### src/rtl/mac_pe_db.sv
// Weight-stationary systolic MAC processing element with a double-buffered weight.
// A shadow weight loads through the column chain while the active weight keeps serving MACs.
module mac_pe_db #(
   parameter int ACT_W      = 8,
   parameter int WT_W       = 8,
   parameter int ACC_W      = 32,
   parameter bit SIGNED_ACT = 1'b0,
   parameter bit SATURATE   = 1'b1
) (
   input  logic             clk,
   input  logic             reset_n,
   input  logic [ACT_W-1:0] in_act,
   input  logic             in_act_valid,
   input  logic [ACC_W-1:0] in_psum,
   input  logic             in_psum_valid,
   input  logic [WT_W-1:0]  in_wt,
   input  logic             in_wt_valid,
   input  logic             in_swap,
   input  logic             ovf_clr,
   output logic [ACT_W-1:0] out_act,
   output logic             out_act_valid,
   output logic [ACC_W-1:0] out_psum,
   output logic             out_psum_valid,
   output logic [WT_W-1:0]  out_wt,
   output logic             out_wt_valid,
   output logic             out_swap,
   output logic             wt_ready,
   output logic             shadow_full,
   output logic             ovf
);

   localparam int PW = ACT_W + WT_W + 1;
   localparam logic [ACC_W-1:0] ACC_MAX = {1'b0, {(ACC_W-1){1'b1}}};
   localparam logic [ACC_W-1:0] ACC_MIN = {1'b1, {(ACC_W-1){1'b0}}};

   generate
      if (ACC_W < PW) begin : g_width_check
         $error("mac_pe_db: ACC_W must be at least ACT_W+WT_W+1");
      end
   endgenerate

   logic [ACT_W-1:0] act_q, act_d;
   logic             act_valid_q, act_valid_d;
   logic             swap_q, swap_d;
   logic [WT_W-1:0]  wt_out_q, wt_out_d;
   logic             wt_out_valid_q, wt_out_valid_d;
   logic [WT_W-1:0]  shadow_q, shadow_d;
   logic             shadow_full_q, shadow_full_d;
   logic [WT_W-1:0]  active_q, active_d;
   logic             wt_ready_q, wt_ready_d;
   logic [ACC_W-1:0] psum_q, psum_d;
   logic             psum_valid_q, psum_valid_d;
   logic             ovf_q, ovf_d;

   logic [ACT_W:0]        a_ext;
   logic signed [PW-1:0]  a_px;
   logic signed [PW-1:0]  w_px;
   logic signed [PW-1:0]  prod;
   logic [ACC_W-1:0]      addend;
   logic [ACC_W:0]        sum;
   logic                  ovf_hit;
   logic [ACC_W-1:0]      mac_res;

   // Datapath: the product always fits in PW bits, so truncating the PW-wide multiply is exact.
   always_comb begin
      a_ext   = SIGNED_ACT ? {in_act[ACT_W-1], in_act} : {1'b0, in_act};
      a_px    = {{(PW-ACT_W-1){a_ext[ACT_W]}}, a_ext};
      w_px    = {{(PW-WT_W){active_q[WT_W-1]}}, active_q};
      prod    = a_px * w_px;
      addend  = in_psum_valid ? in_psum : '0;
      sum     = {addend[ACC_W-1], addend} + {{(ACC_W+1-PW){prod[PW-1]}}, prod};
      ovf_hit = sum[ACC_W] ^ sum[ACC_W-1];
      mac_res = sum[ACC_W-1:0];
      if (SATURATE && ovf_hit) begin
         mac_res = sum[ACC_W] ? ACC_MIN : ACC_MAX;
      end
   end

   always_comb begin
      act_d          = in_act;
      act_valid_d    = in_act_valid;
      swap_d         = in_swap;
      wt_out_d       = wt_out_q;
      wt_out_valid_d = 1'b0;
      shadow_d       = shadow_q;
      shadow_full_d  = shadow_full_q;
      active_d       = active_q;
      wt_ready_d     = wt_ready_q;
      psum_d         = psum_q;
      psum_valid_d   = in_act_valid;
      ovf_d          = ovf_q;

      // Swap reads the pre-shift shadow; a same-cycle shift re-fills it afterwards.
      if (in_swap) begin
         active_d      = shadow_q;
         wt_ready_d    = wt_ready_q | shadow_full_q;
         shadow_full_d = 1'b0;
      end
      if (in_wt_valid) begin
         wt_out_d       = shadow_q;
         wt_out_valid_d = 1'b1;
         shadow_d       = in_wt;
         shadow_full_d  = 1'b1;
      end

      if (ovf_clr) begin
         ovf_d = 1'b0;
      end
      if (in_act_valid) begin
         if (wt_ready_q) begin
            psum_d = mac_res;
            if (ovf_hit) begin
               ovf_d = 1'b1;
            end
         end else begin
            psum_d = addend;
         end
      end
   end

   always_ff @(posedge clk or negedge reset_n) begin
      if (!reset_n) begin
         act_q          <= '0;
         act_valid_q    <= 1'b0;
         swap_q         <= 1'b0;
         wt_out_q       <= '0;
         wt_out_valid_q <= 1'b0;
         shadow_q       <= '0;
         shadow_full_q  <= 1'b0;
         active_q       <= '0;
         wt_ready_q     <= 1'b0;
         psum_q         <= '0;
         psum_valid_q   <= 1'b0;
         ovf_q          <= 1'b0;
      end else begin
         act_q          <= act_d;
         act_valid_q    <= act_valid_d;
         swap_q         <= swap_d;
         wt_out_q       <= wt_out_d;
         wt_out_valid_q <= wt_out_valid_d;
         shadow_q       <= shadow_d;
         shadow_full_q  <= shadow_full_d;
         active_q       <= active_d;
         wt_ready_q     <= wt_ready_d;
         psum_q         <= psum_d;
         psum_valid_q   <= psum_valid_d;
         ovf_q          <= ovf_d;
      end
   end

   assign out_act        = act_q;
   assign out_act_valid  = act_valid_q;
   assign out_swap       = swap_q;
   assign out_wt         = wt_out_q;
   assign out_wt_valid   = wt_out_valid_q;
   assign out_psum       = psum_q;
   assign out_psum_valid = psum_valid_q;
   assign wt_ready       = wt_ready_q;
   assign shadow_full    = shadow_full_q;
   assign ovf            = ovf_q;

endmodule

### config.mk
export PLATFORM = sky130hd
export DESIGN_NAME = mac_pe_db
export DESIGN_NICKNAME = d
export VERILOG_FILES = /design/src/rtl/mac_pe_db.sv
export SDC_FILE = /design/constraint.sdc
export NUM_CORES = 1
export LEC_CHECK = 0
export ABC_AREA = 1
export BUFFER_PORTS_ARGS = -buffer_cell sky130_fd_sc_hd__buf_2
export CAP_MARGIN = 20
export CORE_ASPECT_RATIO = 1.75
export CORE_MARGIN = 8
export CORE_UTILIZATION = 44
export CTS_CLUSTER_SIZE = 24
export DETAILED_ROUTE_END_ITERATION = 8
export HOLD_SLACK_MARGIN = 0.1
export SYNTH_ARGS = -nofsm -noshare
export SYNTH_HDL_FRONTEND = slang
export SYNTH_SLANG_ARGS = --single-unit
### constraint.sdc
create_clock -name clk -period 6.55 [get_ports clk]
set_input_delay 0.3275 -clock clk [delete_from_list [all_inputs] [get_ports clk]]
set_output_delay 0.3275 -clock clk [all_outputs]
set_load 0.01 [all_outputs]
==> impl_metrics.toml, run 1 <==
[synth]
synth_edf_count = 0
synth_nets = 1289
synth.most_common_cell = "nand2_1"
synth_compound_area_frac = 0.0635
synthTopCellsByCount = "nand2_1, inv_1, ha_1"
avgSynthCellArea_um2 = 7.39
synth.area.mux_share = 0
syn_area_mm2 = 0.00792
syn_inst = 1071
yosys.cell_types.count = 37
synth-simple-area-share = 0.270
synth_top_area_cell = "dfrtp_1"
synth_xor_area_frac = 0.0221
synth-adder-area-share = 0.308
ys.flop_type = "dfrtp_1"
synth_top_area_frac = 0.221
synth_warnings = 0
seq_area_frac_synth = 0.221
synthArstFlopShare = 1.00
ys_ff_latch = 70
synth_top_family_by_area = "adder cells"
ys_top_cells_by_area = "dfrtp_1, ha_1, nand2_1"

[sta]
timing.final.crit_period_ns = 5.90
hold_violations = 0
max_slew.worst_pin.slew_ns = 1.03
worst_clock_skew_ns = 0.0131
max_freq_mhz = 169
hold_ws_ns = 0.118
finalSetupTns_ns = 0
rsz0062_at_grt = "no"
relSlewSlack = 0.313
setup_viol = 0
layout_setup_ws_ns = 0.647
drv_slew = 0
period_share = 0.901

[drt]
wl_per_cell_um = 15.3
wl_um = 21200
dr.pass1.iters = 6
drc = 0
route.vias.total = 6751
drt_iter0_drc = 269
via_per_inst = 4.85
ant_nets = 0

[worst_hold_path]
hp-class = "in -> async"

[place]
dp_cells = 1376
preCtsSetupSlack_ns = 0.489
io_buffers = 109
gp_congestion = 0.892
place_hpwl_um = 17300

[global_route]
grt_pass1_wl_um = 35900
grt_max_degree = 71
grt_pass1_vias = 7481
antenna_found_initial = 0
track_usage = 0.198
grt.overflow.total = 0

[worst_setup_path]
worstPathRequired_ns = 6.85
worstSetupPathType = "reg -> reg"
endpoint_kind = "register"
rr_worst_depth = 22
start_kind = "register"
critical_path.max_fanout = 31
cp.arrival_ns = 6.20

[clock_network]
cts_buffer_depth = 2
ctsHoldBuffers = 0
root_buffer = "clkbuf_16"
clk_pin_slew_ns = 0.07
cts_tree = "yes"
cts_buffers = 9
clock_sinks = 70
cts_setup_buffers = 0
cts_resized = 0
insertion_delay_ns = 0.36
cts_max_level = 3

[finish]
instances_no_fill = 1391
syn_to_final_growth_pct = 12.3
drive_gt1_frac = 0.162
nets = 1371
n_antenna_cell = 0

[pwr]
power_leakage_nw = 5.45
power.density_mw_per_mm2 = 383
vdd_ir_drop_max_mv = 0.156

[floorplan]
ioPinCount = 110
initial_utilization = 0.444
die-area_mm2 = 0.0227
dieHeight_um = 193
num_rows = 65
die_w_um = 117
core-area_mm2 = 0.0178

[status]
status = "completed"

[flow_run]
maxCapViolCount = 0
## report_power, final
group	internal [W]	total, W	switching, W
clock	0.000351	0.000547	0.000196
combinational	0.000852	0.00226	0.00141
sequential	0.000535	0.000603	0.0000675
total	0.00174	0.00341	0.00167
## state kept, by name (all words and copies together) (netlist names), 8 cells and up
name and count:
out_psum 32, out_act 8, out_wt 8, shadow_q 8, active_q 8
## stage by stage
stage	power [W]	util	cell area (um2)
2_1_floorplan	0.00231	-	7920
3_3_place_gp	0.00288	0.481	8570
3_5_place_dp	0.00291	0.481	8570
4_1_cts	0.00348	0.499	8890
5_1_grt	0.00379	0.499	8890
6_report	0.00341	0.499	8890
## final timing paths
kind / startpoint / end / slack [ns]
min: reset_n / out_psum[12] / 0.12
min reg2reg: out_psum[25] / out_psum[25] / 0.47
max reg2reg: active_q[7] / out_psum[29] / 0.65
min in group clk: ovf_clr / ovf / 0.13
max in group asynchronous: reset_n / out_psum[3] / 5.80
max: active_q[7] / out_psum[29] / 0.65
## cells by family (layout without fill, tap and decap cells)
| family | count (synthesis) | in the layout |
|---|---|---|
| buf+inv | 226 | 312 |
| flops | 70 | 70 |
| compound gates | 89 | 89 |
| xor+xnor | 20 | 20 |
| fa+ha+maj | 163 | 163 |
| simple gates | 503 | 503 |
## per-layer routing
metal | GRT usage | part of all wire | up-vias
met5 | 0 | 0 | -
met4 | 0.106 | 0.039 | 0
met3 | 0.0294 | 0.025 | 44
met2 | 0.407 | 0.59 | 107
met1 | 0.176 | 0.35 | 3169
li1 | - | - | 3431
## cell type report
cell class | instances | area (um2)
Inverter | 186 | 706
Clock buffer | 11 | 253
Fill cell | 1871 | 8920
Clock inverter | 4 | 70.1
Multi-Input combinational cell | 775 | 5260
Tap cell | 234 | 293
Sequential cell | 70 | 1750
Timing Repair Buffer | 111 | 563
## critical path, cell delays in order, from the launching register on
cell and delay, ns:
dfrtp_1 0.35, clkinv_1 0.22, or2_2 0.36, fa_1 0.52, fa_1 0.55, inv_1 0.06, fa_1 0.54, fa_1 0.60
fa_1 0.45, ha_1 0.37, nand3_1 0.10, nand3_1 0.18, nand3_1 0.14, nand3_2 0.13, nand2_2 0.11, nand2_1 0.07
nand2_1 0.06, nand2_1 0.11, nand2_2 0.54, nand3_1 0.18, nand2_2 0.09, nand2_1 0.05, nand2_1 0.05
## cells in the final DEF (no fill, tap or decap), drive strengths merged, types with 2 or more instances in the layout
cell    Yosys  routed
or2         4       4
dfrtp      70      70
bufinv      0       2
and2        2       2
clkbuf     33      11
nand2     391     391
nand3      35      35
o21bai      9       9
ha        110     110
nand4       3       3
inv       183     183
nand3b      3       3
xnor2       4       4
a21oi      53      53
nor2       57      57
buf         7     111
xor2       16      16
clkinv      3       5
o21ai      23      23
fa         53      53
nor3        7       7
(Power assumes the default switching activity.)
==> run 2, diff against run 1 <==
- BUFFER_PORTS_ARGS: -buffer_cell sky130_fd_sc_hd__buf_2 -> default
- DONT_BUFFER_PORTS: default -> 1
==> run 2 against run 1 <==
  * Maximum frequency grew 2.1%
  * Die area is the same
  * Clock power grew 0.9%
  * Largest cell class unchanged
==> impl_metrics.toml, run 2 (synthesis results as in run 1) <==
[pwr]
vdd_ir_drop_max_mv = 0.177
pwr-share-comb = 0.631
pwr-share-seq = 0.202
power.density_mw_per_mm2 = 387
internal_power_w = 0.00167
power_leakage_nw = 5.08
net-switching-power_w = 0.00163
power_switching_share = 0.494
clkPwrFrac = 0.167

[worst_setup_path]
cp.arrival_ns = 6.07
endpoint_kind = "register"
timing.rr.end = "out_psum[25]"
worstPathRequired_ns = 6.84
rr_worst_depth = 22
r2r_slack_ns = 0.77
worstSetupPathType = "reg -> reg"
r2r-start = "active_q[7]"
start_kind = "register"
critical_path.max_fanout = 31

[finish]
syn_to_final_growth_pct = 7.68
drive_gt1_frac = 0.0742
num-fill-cells = 1819
final_common_cell = "nand2_1"
n_antenna_cell = 0
largest_register_ffs = 32
fin_util = 0.479
nets = 1278
final_cell_mix = "nand2_1, inv_1, ha_1, dfrtp_1, fa_1"

[global_route]
grt_max_degree = 71
grt_pass1_wl_um = 34700
grt.overflow.total = 0
track_usage = 0.192
antenna_found_initial = 0
grt_pass1_vias = 6955

[drt]
wl_um = 20800
wl_met3_um = 745
wl_met2_um = 12300
routed.top_layer = "met4"
drt_iter0_drc = 261
wirelength_met1_um = 6920
dr.pass1.iters = 4
route.vias.total = 6423
ant_nets = 0
drc = 0
wl_per_cell_um = 16.0
via_per_inst = 4.94

[floorplan]
ioPinCount = 110
initial_utilization = 0.444
die-area_mm2 = 0.0227
num_rows = 65
die_w_um = 117
core-area_mm2 = 0.0178
dieHeight_um = 193

[sta]
max_slew.worst_pin.slew_ns = 1.00
finalSetupTns_ns = 0
hold_violations = 0
max_freq_mhz = 173
setup_viol = 0
rsz0062_at_grt = "no"
relSlewSlack = 0.331
drv_slew = 0
period_share = 0.882
timing.final.crit_period_ns = 5.78
worst_clock_skew_ns = 0.00882

[status]
status = "completed"

[worst_hold_path]
hp-class = "in -> reg"
hp-start = "in_wt_valid"
whs_path_depth = 1
hold_path_end = "shadow_q[7]"

[place]
place_hpwl_um = 16700
gp_congestion = 0.905
io_buffers = 0

[clock_network]
root_buffer = "clkbuf_16"
cts_tree = "yes"
cts_buffer_depth = 2
insertion_delay_ns = 0.35
cts_resized = 0
clock_sinks = 70
cts_max_level = 3
cts_buffers = 9
clk_pin_slew_ns = 0.06

[flow_run]
maxCapViolCount = 0
[run 2: worst max-delay path by stage]
stage	startpoint	endpoint	slack [ns]
finish	active_q[7]	out_psum[25]	0.77
global route	active_q[7]	out_psum[25]	0.32
CTS	active_q[7]	out_psum[25]	0.69
detailed placement	active_q[7]	out_psum[25]	0.72
global placement	active_q[7]	out_psum[25]	0.77
floorplan	active_q[7]	out_psum[13]	0.95
[run 2: power groups by stage]
| stage | Clock, W | Sequential [W] | Combinational (W) |
|---|---|---|---|
| finish | 0.000552 | 0.000666 | 0.00208 |
| global route | 0.000580 | 0.000678 | 0.00243 |
| CTS | 0.000569 | 0.000672 | 0.00212 |
| detailed placement | 0 | 0.000678 | 0.00209 |
| global placement | 0 | 0.000679 | 0.00207 |
| floorplan | 0 | 0.000635 | 0.00168 |
[run 2: timing repair]
action / 4_1_cts / 5_1_grt
hold endpoints to repair: 102 / 0
hold buffers: 16 / 0
setup buffers: 0 / 0
[run 2: routing by layer]
metal	vias to the layer above	GRT usage
li1	3245	-
met1	3022	0.171
met2	116	0.396
met3	40	0.0309
met4	0	0.0952
met5	-	0
[run 2: worst max-delay path, cell delays in order, from the launching register on]
cell      delay [ns]
dfrtp_1         0.36
clkinv_1        0.21
or2_2           0.36
fa_1            0.51
fa_1            0.55
inv_1           0.06
fa_1            0.53
fa_1            0.59
fa_1            0.42
ha_1            0.36
nand3_1         0.10
nand3_1         0.15
nand3_1         0.13
nand3_2         0.11
nand2_2         0.09
nand2_1         0.07
nand2_1         0.06
nand2_1         0.08
nand2_2         0.50
nand3_1         0.26
nand2_1         0.12
nand2_1         0.06
nand2_1         0.05
[run 2: stage by stage]
step | instances | total power [W] | instance area, um2 | hold WS (ns) | setup WS, ns
floorplan | 1071 | 0.00231 | 7920 | 0.0319 | 0.955
detailed placement | 1267 | 0.00276 | 8020 | 0.0358 | 0.719
CTS | 1299 | 0.00336 | 8520 | 0.102 | 0.690
global placement | 1267 | 0.00275 | 8020 | 0.0351 | 0.768
finish | 1299 | 0.00330 | 8520 | 0.100 | 0.771
global route | 1299 | 0.00369 | 8520 | 0.109 | 0.319
[run 2: area by class of cell]
type / instances / area (um2) / share of cell area
Timing Repair Buffer: 18 / 193 / 0.0226
Clock inverter: 5 / 81.3 / 0.00954
Tap cell: 234 / 293 / 0.0344
Sequential cell: 70 / 1750 / 0.206
Inverter: 186 / 706 / 0.0828
Multi-Input combinational cell: 775 / 5260 / 0.617
Clock buffer: 11 / 243 / 0.0285
==> run 3, diff against run 2 <==
- REMOVE_ABC_BUFFERS: default -> 1
==> run 3 against run 2 <==
  * Clock skew down 0.0035 ns
  * Clock-buffer cell count down 1
  * Highest routed layer unchanged
  * Cell area about the same
  * Largest cell class unchanged
==> impl_metrics.toml, run 3 (synthesis results as in run 1) <==
[flow_run]
maxCapViolCount = 0

[clock_network]
clock_sinks = 70
cts_setup_buffers = 0
clk_pin_slew_ns = 0.06
root_buffer = "clkbuf_16"
cts_resized = 0
ctsHoldBuffers = 17
cts_buffer_depth = 2
cts_buffers = 9
insertion_delay_ns = 0.34
cts_tree = "yes"
cts_max_level = 3

[drt]
ant_nets = 0
via_per_inst = 4.96
route.vias.total = 6459
drc = 0
wl_per_cell_um = 16.4
drt_iter0_drc = 285
dr.pass1.iters = 4
wl_um = 21400

[global_route]
grt_pass1_vias = 6999
grt.overflow.total = 0
grt_max_degree = 71
grt_pass1_wl_um = 35100
track_usage = 0.194
antenna_found_initial = 0

[place]
io_buffers = 0
dp_cells = 1267
place_area_mm2 = 0.00802
place_hpwl_um = 16900
gp_congestion = 0.918

[floorplan]
die_w_um = 117
num_rows = 65
core-area_mm2 = 0.0178
die-area_mm2 = 0.0227
initial_utilization = 0.444
dieHeight_um = 193
ioPinCount = 110

[worst_hold_path]
hp-class = "in -> reg"
whs_path_depth = 2

[finish]
num-fill-cells = 1880
syn_to_final_growth_pct = 7.73
drive_gt1_frac = 0.0750
final_cell_area_mm2 = 0.00853
seqCellArea_mm2 = 0.00175
nets = 1280
final_cell_mix = "nand2_1, inv_1, ha_1, dfrtp_1, fa_1"
largest_register_ffs = 32
multiInputGateArea_mm2 = 0.00526
instances_no_fill = 1301
final_common_cell = "nand2_1"
n_antenna_cell = 0

[pwr]
power.density_mw_per_mm2 = 385
vdd_ir_drop_max_mv = 0.210
fin_total_pwr_w = 0.00328
power_leakage_nw = 5.08

[sta]
timing.final.crit_period_ns = 5.83
period_share = 0.890
finalSetupTns_ns = 0
drv_slew = 0
hold_ws_ns = 0.109
max_freq_mhz = 171
hold_violations = 0
rsz0062_at_grt = "no"
setup_viol = 0
worst_clock_skew_ns = 0.00530
max_slew.worst_pin.slew_ns = 0.674
relSlewSlack = 0.549

[worst_setup_path]
rr_worst_depth = 22
worstPathRequired_ns = 6.83
endpoint_kind = "register"
cp.arrival_ns = 6.12
critical_path.max_fanout = 31
worstSetupPathType = "reg -> reg"
start_kind = "register"

[status]
status = "completed"
[run 3: worst paths after layout]
| check | from | to | slack [ns] |
|---|---|---|---|
| max | active_q[7] | out_psum[25] | 0.72 |
| min | in_wt_valid | shadow_q[5] | 0.11 |
| max reg2reg | active_q[7] | out_psum[25] | 0.72 |
| min reg2reg | shadow_q[7] | active_q[7] | 0.51 |
| max in group asynchronous | reset_n | out_psum[10] | 5.69 |
| min in group asynchronous | reset_n | out_swap | 0.54 |
[run 3: final cells by class]
type | count | area share
Clock buffer | 10 | 0.0269
Clock inverter | 6 | 0.00807
Inverter | 186 | 0.0828
Multi-Input combinational cell | 775 | 0.616
Sequential cell | 70 | 0.205
Tap cell | 234 | 0.0343
Timing Repair Buffer | 20 | 0.0261
[run 3: report_power, final]
part           internal, W  switching [W]  leakage [nW]  total (W)
clock             0.000298       0.000205         0.143   0.000503
combinational     0.000789        0.00133          4.10    0.00212
sequential        0.000535       0.000131         0.836   0.000666
[run 3: stage by stage]
stage | worst slack (ns) | utilization
finish | 0.718 | 0.479
global route | 0.377 | 0.479
CTS | 0.657 | 0.478
detailed placement | 0.695 | 0.450
global placement | 0.851 | 0.450
floorplan | 0.885 | -
[run 3: critical path, stage by stage (launching register included)]
cell and delay, ns:
dfrtp_1 0.36, clkinv_1 0.23, or2_2 0.37, fa_1 0.51, fa_1 0.55, inv_1 0.06, fa_1 0.50, fa_1 0.60
fa_1 0.43, ha_1 0.37, nand3_1 0.10, nand3_1 0.15, nand3_1 0.12, nand3_2 0.10, nand2_2 0.09, nand2_1 0.07
nand2_1 0.06, nand2_1 0.09, nand2_2 0.52, nand3_1 0.28, nand2_1 0.12, nand2_1 0.05, nand2_1 0.05
[run 3: metal layers]
layer / wire length (um) / GRT usage
met1: 7570 / 0.188
met2: 12200 / 0.383
met3: 720 / 0.0315
met4: 897 / 0.0971
met5: 0 / 0
